==> src/rtl/regfile_pkg.sv <==
// Shared definitions for the register-file write bank and its read mux:
// bank geometry and the clear-sequencer state encoding.
package regfile_pkg;

  localparam int NUM_REGS = 32;
  localparam int ADDR_W   = 5;

  typedef enum logic {
    IDLE  = 1'b0,
    CLEAR = 1'b1
  } state_t;

endpackage

==> src/rtl/reg_wr_decoder.sv <==
// Write-address decoder: turns a 5-bit register index into a one-hot write
// enable, forced to all-zero when no write is firing.
module reg_wr_decoder
  import regfile_pkg::*;
(
  input  logic                en,
  input  logic [ADDR_W-1:0]   addr,
  output logic [NUM_REGS-1:0] we
);

  always_comb begin
    we = '0;
    if (en) we[addr] = 1'b1;
  end

endmodule

==> src/rtl/regfile_write_bank.sv <==
// Write side of the 32-entry register file with a one-entry-per-cycle bulk clear.
// Build option: define REGFILE_ZERO_REG_EN to hardwire register 0 to zero.
module regfile_write_bank
  import regfile_pkg::*;
#(
  parameter int N = 4
)
(
  input  logic                  clk,
  input  logic                  rst_n,
  input  logic                  wr_valid,
  output logic                  wr_ready,
  input  logic [ADDR_W-1:0]     wr_addr,
  input  logic [N-1:0]          wr_data,
  input  logic                  clr_req,
  output logic                  busy,
  output logic [NUM_REGS*N-1:0] q
);

`ifdef REGFILE_ZERO_REG_EN
  localparam bit ZERO_REG = 1'b1;
`else
  localparam bit ZERO_REG = 1'b0;
`endif

  state_t                state, state_next;
  logic [ADDR_W-1:0]     ptr;
  logic                  wr_fire;
  logic [NUM_REGS-1:0]   wr_we;
  logic [NUM_REGS-1:0]   clr_we;

  always_ff @(posedge clk or negedge rst_n) begin
    if (!rst_n) state <= IDLE;
    else        state <= state_next;
  end

  always_comb begin
    state_next = state;
    case (state)
      IDLE:    if (clr_req) state_next = CLEAR;
      CLEAR:   if (ptr == ADDR_W'(NUM_REGS - 1)) state_next = IDLE;
      default: state_next = IDLE;
    endcase
  end

  always_comb begin
    wr_ready = (state == IDLE);
    busy     = (state == CLEAR);
  end

  // ptr sits at 0 throughout IDLE so a clear always starts from register 0
  always_ff @(posedge clk or negedge rst_n) begin
    if (!rst_n)               ptr <= '0;
    else if (state == CLEAR)  ptr <= ptr + 1'b1;
    else                      ptr <= '0;
  end

  assign wr_fire = wr_valid & wr_ready;

  reg_wr_decoder u_dec (
    .en   (wr_fire),
    .addr (wr_addr),
    .we   (wr_we)
  );

  always_comb begin
    clr_we = '0;
    if (state == CLEAR) clr_we[ptr] = 1'b1;
  end

  // Writes only fire in IDLE and clears only in CLEAR, so the two never collide
  for (genvar k = 0; k < NUM_REGS; k++) begin : g_reg
    if (ZERO_REG && k == 0) begin : g_zero
      assign q[k*N +: N] = '0;
    end else begin : g_store
      logic [N-1:0] r;
      always_ff @(posedge clk or negedge rst_n) begin
        if (!rst_n)         r <= '0;
        else if (clr_we[k]) r <= '0;
        else if (wr_we[k])  r <= wr_data;
      end
      assign q[k*N +: N] = r;
    end
  end

endmodule

==> config.mk <==
export PLATFORM = sky130hd
export DESIGN_NAME = regfile_write_bank
export DESIGN_NICKNAME = d
export VERILOG_FILES = /design/src/rtl/regfile_pkg.sv /design/src/rtl/reg_wr_decoder.sv /design/src/rtl/regfile_write_bank.sv
export SDC_FILE = /design/constraint.sdc
export NUM_CORES = 1
export LEC_CHECK = 0
export ABC_AREA = 0
export CAP_MARGIN = 20
export CORE_MARGIN = 2
export CORE_UTILIZATION = 50
export DETAILED_ROUTE_END_ITERATION = 8
export PLACE_DENSITY = 0.78
export SYNTH_ARGS = -nofsm -noshare
export SYNTH_HDL_FRONTEND = slang
export SYNTH_SLANG_ARGS = --single-unit
==> constraint.sdc <==
create_clock -name clk -period 2.1 [get_ports clk]
set_input_delay 0.42 -clock clk [delete_from_list [all_inputs] [get_ports clk]]
set_output_delay 0.42 -clock clk [all_outputs]
set_load 0.01 [all_outputs]
Word level (Yosys, flattened, before mapping)
Index checks and enable logic that the tools add are counted.
{"block": "word_totals", "out_inout_bits": 130, "ff_bits": 134, "input_bits": 13, "wordCells": 150}
{"block": "op_classes", "n_lt_le_gt_ge": 4, "n_reduce_logical": 34, "n_addsub": 1, "n_bitwise": 2, "mux": 74, "eq_ne": 1}
{"operator": "two-way mux 4 bit", "n": 64}
{"operator": "two-way mux 32 bit", "n": 2}
{"operator": "nonzero test 2 bit", "n": 32}
{"operator": "less-than comparator 5 x 6 -> 1 bit (second input constant)", "n": 2}
{"operator": "demux 1 bit (select 5 bit)", "n": 2}
{"operator": ">= comparator 5 x 1 -> 1 bit (second input constant)", "n": 2}
{"operator": "adder 5 x 1 -> 5 bit (second input constant)", "n": 1}
{"operator": "== test 5 bit (second input constant)", "n": 1}
{"operator": "two-way mux 5 bit", "n": 1}
{"operator": "two-way mux 1 bit", "n": 4}
{"operator": "logical AND 1 bit", "n": 2}
{"operator": "case mux 1 bit (2 select lines)", "n": 1}
{"operator": "bitwise AND 1 bit", "n": 1}
{"operator": "NOT 1 bit", "n": 1}

Longest topological paths before layout
{"block": "logic_depth", "word_depth": 7, "ltp_mapped": 6}

Modules after synthesis
Synthesis repeated with hierarchy kept, for this count alone.
{"block": "hier_totals", "hier_cells": 551, "hier_area_um2": 6207.2}
{"module": "regfile_write_bank", "area_per_inst_um2": 5977.0, "seq_area_each_um2": 3353.2, "n_inst": 1, "cells_each": 504}
{"module": "reg_wr_decoder", "area_per_inst_um2": 230.2, "seq_area_each_um2": 0.0, "n_inst": 1, "cells_each": 47}

Least setup slack after synthesis
No wires, ideal clock.
{"block": "synth_path", "path_type": "reg2reg", "startpoint": "reg state, in the netlist busy", "endpoint": "reg g_reg[4].g_store.r[0]", "period_less_slack_ns": 1.671, "arrival_ns": 1.542, "stages_incl_launch_ff": 7, "setup_slack_ns": 0.429, "path_buffers": 3, "required_ns": 1.971, "cell_sequence": "dfrtp_1 > buf_2 > or4b_4 > buf_6 > buf_6 > o21ai_1 > a21oi_1"}
{"block": "synth_between", "elab_chain_cells": 4, "word_cells_on_any_way": 6, "classes_between": "mux (3); bitwise (2); reduce/logical (1)"}
{"element": "start, declared", "line": "regfile_write_bank.sv:26", "rtl": "state_t state, state_next;"}
{"element": "start signal, assigned", "line": "regfile_write_bank.sv:34", "rtl": "else state <= state_next;"}
{"element": "NOT 1 bit", "line": "regfile_write_bank.sv:47", "rtl": "wr_ready = (state == IDLE);"}
{"element": "bitwise AND 1 bit", "line": "regfile_write_bank.sv:58", "rtl": "assign wr_fire = wr_valid & wr_ready;"}
{"element": "two-way mux 32 bit", "line": "reg_wr_decoder.sv:13", "rtl": "if (en) we[addr] = 1'b1;"}
{"element": "nonzero test 2 bit (no line)"}
{"element": "end signal, assigned", "line": "regfile_write_bank.sv:80", "rtl": "else if (wr_we[k]) r <= wr_data;"}
{"element": "end, declared", "line": "regfile_write_bank.sv:76", "rtl": "logic [N-1:0] r;"}
Several ways; a longest one is shown, not always the timed one.
A chain may end at the register's enable or synchronous reset.

Worst setup path after layout
{"block": "layout_path", "startpoint": "reg state, in the netlist busy", "endpoint": "out wr_ready"}
{"block": "layout_between", "elab_chain_cells": 1}
{"element": "NOT 1 bit", "line": "regfile_write_bank.sv:47"}
{"element": "end, declared", "line": "regfile_write_bank.sv:12", "rtl": "output logic wr_ready,"}
No other way between the ends.

==> results.py <==
metrics = {
    "run_status": {
        "outcome": "completed",
    },
    "detailed_routing": {
        "drc": 0,
        "post_drt_wl_per_cell_um": 20.7,
        "drt_iter0_markers": 724,
        "first_pass_iters": 5,
        "drt_wl_total_um": 19700,
        "vias_per_cell": 6.31,
        "final_antenna_net_count": 0,
        "vias": 6013,
    },
    "logic_synthesis": {
        "netlist_instances": 642,
        "synth-seq-cells": 134,
        "synth_cell_type_count": 38,
        "ys_seq_area_share_pct": 55.4,
        "yosysWarnings": 0,
        "syn_area_um2": 6060,
        "synth_nets": 660,
        "synth_area_per_cell_um2": 9.43,
    },
    "sta": {
        "finalSetupViolCount": 0,
        "worstMarginPinSlew_ns": 0.621,
        "finalCriticalPeriod_ns": 1.97,
        "tns_ns": 0,
        "rsz0062_at_grt": "false",
        "relSlewSlack_pct": 58.3,
        "min_period_over_period_pct": 93.8,
        "finClkSkew_ns": 0.00765,
        "finalHoldViolCount": 0,
        "setup_ws_ns": 0.131,
        "max_freq_ghz": 0.508,
        "slew_violations": 0,
        "holdWs_ns": 0.410,
    },
    "global_routing": {
        "antenna_found_initial": 0,
        "grt_start_max_net_pins": 64,
        "grt_usage_pct": 30.8,
        "grt_util_met2_pct": 49.6,
        "grt_pass1_vias": 5900,
        "grt_use_met3_pct": 6.14,
        "grt_overflow": 0,
        "use_met1_pct": 40.3,
        "grt_pass1_wl_um": 30800,
        "grt-busiest-layer": "met2",
    },
    "final_layout": {
        "n_antenna_cell": 0,
        "final_cells": 953,
        "drive_above_1_share_pct": 11.4,
        "layout_common_cells": "141 x clkdlybuf4s50_1, 133 x dfrtp_1, 117 x nand3_1, 112 x a21oi_1, 98 x o21ai_0",
        "fillers": 901,
        "final_area_um2": 8450,
        "layout.area.seq_um2": 3350,
        "multi_input_area_um2": 2450,
        "final_core_utilization_pct": 70.9,
        "final_nets": 812,
        "layout.cells.most_common": "clkdlybuf4s50_1",
        "area_delta_synth_final_pct": 39.5,
    },
    "die": {
        "design.portCount": 143,
        "fp-row-count": 40,
        "dieArea_um2": 13000,
        "core_area_um2": 11900,
        "die_h_um": 114,
        "initial_core_util_pct": 50.8,
        "die_w_um": 114,
    },
    "clocking": {
        "cts_max_level": 4,
        "post_cts_buffers": 0,
        "ctsLongestPathBuffers": 2,
        "cts_tree": "yes",
        "clk_latency_ns": 0.42,
        "cts-buffers-inserted": 17,
        "cts.clk_slew.worst_paths_ns": 0.06,
        "clock-sinks": 134,
        "cts_root_buffer": "clkbuf_16",
    },
    "power_and_ir_drop": {
        "p_comb_share_pct": 17.3,
        "p_total_mw": 6.83,
        "clockPowerShare_pct": 40.3,
        "p_sw_mw": 1.93,
        "seqPwrFrac_pct": 42.5,
        "p_per_area_nw_per_um2": 808,
        "p_leak_nw": 3.53,
        "p_sw_share_pct": 28.3,
        "p_int_mw": 4.90,
        "ir_worst_vdd_mv": 0.463,
    },
    "critical_path": {
        "r2r_end": "g_reg[8].g_store.r[0]",
        "r2r_start": "busy",
        "critical_path_required_ns": 1.68,
        "worstSetupEndpointType": "output pin",
        "critical_path.startpoint_type": "register",
        "reg2reg_slack_ns": 0.30,
        "worst-setup-path-type": "register to output pin",
        "cp-startpoint": "busy",
        "cp.arrival_ns": 1.55,
        "critical_path.max_fanout": 14,
        "worstRegToRegCells": 3,
        "endpoint": "wr_ready",
    },
    "placement": {
        "place_congestion": 0.867,
        "dp_hpwl_um": 13200,
        "pre_cts_slack_ns": -0.0526,
        "port_buffers": 142,
        "placedCellCount": 921,
        "post_dp_cell_area_um2": 7890,
    },
    "min_path": {
        "holdCritPathClass": "input pin to asynchronous set/reset pin",
    },
    "run": {
        "cap_violations": 0,
    },
}
[cells by family after synthesis]
logic type / after synthesis / synth area share [%]
AOI/OAI and AO/OA: 245 / 21.5
xor gates and xnor gates: 2 / 0.289
adders and majority gates: 5 / 1.03
buffers and inverters: 65 / 4.79
DFF: 134 / 55.4
and+or+nand+nor: 191 / 17.0
[timing repair]
| action | in CTS | in global routing |
|---|---|---|
| hold buffers | 1 | 0 |
| gates resized for setup | 0 | 1 |
| setup endpoints to repair | 0 | 2 |
| endpoints found under the hold margin | 9 | 0 |
[worst min path at each step]
| stage | from | end | slack, ns |
|---|---|---|---|
| 3_5_place_dp | rst_n | g_reg[22].g_store.r[2] | 0.27 |
| 3_3_place_gp | rst_n | g_reg[22].g_store.r[2] | 0.27 |
| 4_1_cts | rst_n | g_reg[20].g_store.r[1] | 0.38 |
| 5_1_grt | rst_n | g_reg[20].g_store.r[1] | 0.41 |
| 2_1_floorplan | rst_n | busy | 0.12 |
| 6_report | rst_n | g_reg[20].g_store.r[1] | 0.41 |
[routing by layer]
layer / up-vias / part of all wire, %
met2: 353 / 49
li1: 2623 / -
met4: 0 / 3.1
met3: 61 / 8.4
met5: - / 0
met1: 2976 / 39
[state kept, by name, indices dropped and copies added (netlist names)]
register and count:
g.g_store.r 128, ptr 5, busy 1
[power by group through the flow]
stage                     Sequential, mW  Combinational, mW  Clock (mW)
final                               2.90               1.18        2.75
after global routing                2.91               1.27        2.89
after CTS                           2.89               1.16        2.75
after detailed placement            2.94               1.15           0
after global placement              2.93               1.11           0
after floorplan                     2.90              0.594           0
[cells in the mapped netlist]
cell | number | area, um2
nor3_2 | 1 | 10.0
and4b_1 | 1 | 10.0
nand4b_1 | 1 | 8.76
ha_1 | 5 | 62.6
a2bb2oi_1 | 2 | 17.5
nand2b_1 | 4 | 25.0
or4b_4 | 1 | 13.8
o22a_1 | 1 | 8.76
o21ai_0 | 98 | 490
or3b_2 | 3 | 26.3
nand4bb_1 | 2 | 22.5
xnor2_1 | 1 | 8.76
nand2_1 | 4 | 15.0
nor3b_1 | 2 | 15.0
or3_1 | 1 | 6.26
inv_1 | 3 | 11.3
o32a_1 | 1 | 10.0
clkbuf_1 | 39 | 146
buf_2 | 19 | 95.1
a21oi_1 | 112 | 561
buf_6 | 2 | 22.5
or3b_1 | 1 | 8.76
nor2_1 | 31 | 116
and3_1 | 2 | 12.5
a22o_1 | 16 | 140
buf_4 | 2 | 15.0
dfrtp_1 | 134 | 3350
nor3b_2 | 1 | 12.5
nand3_1 | 117 | 586
nor2_2 | 1 | 6.26
nor4bb_1 | 2 | 20.0
nand3b_1 | 7 | 52.6
nor3_1 | 3 | 15.0
xor2_1 | 1 | 8.76
o21ai_1 | 15 | 75.1
nor4b_1 | 1 | 8.76
and3b_1 | 3 | 26.3
and2_1 | 2 | 12.5
[cell type report]
type / count / share of cell area, %
clock buffer: 22 / 5.49
clock inverter: 9 / 0.933
inverter: 3 / 0.133
multi-input combinational: 443 / 29.0
sequential: 134 / 39.7
tap: 147 / 2.18
timing repair buffer: 195 / 22.6
[critical path, cell delays in order (launching register included)]
cell	delay, ns
dfrtp_2	0.50
inv_1	0.10
clkdlybuf4s50_1	0.53
Note: power is estimated with default switching activity, not from simulation.
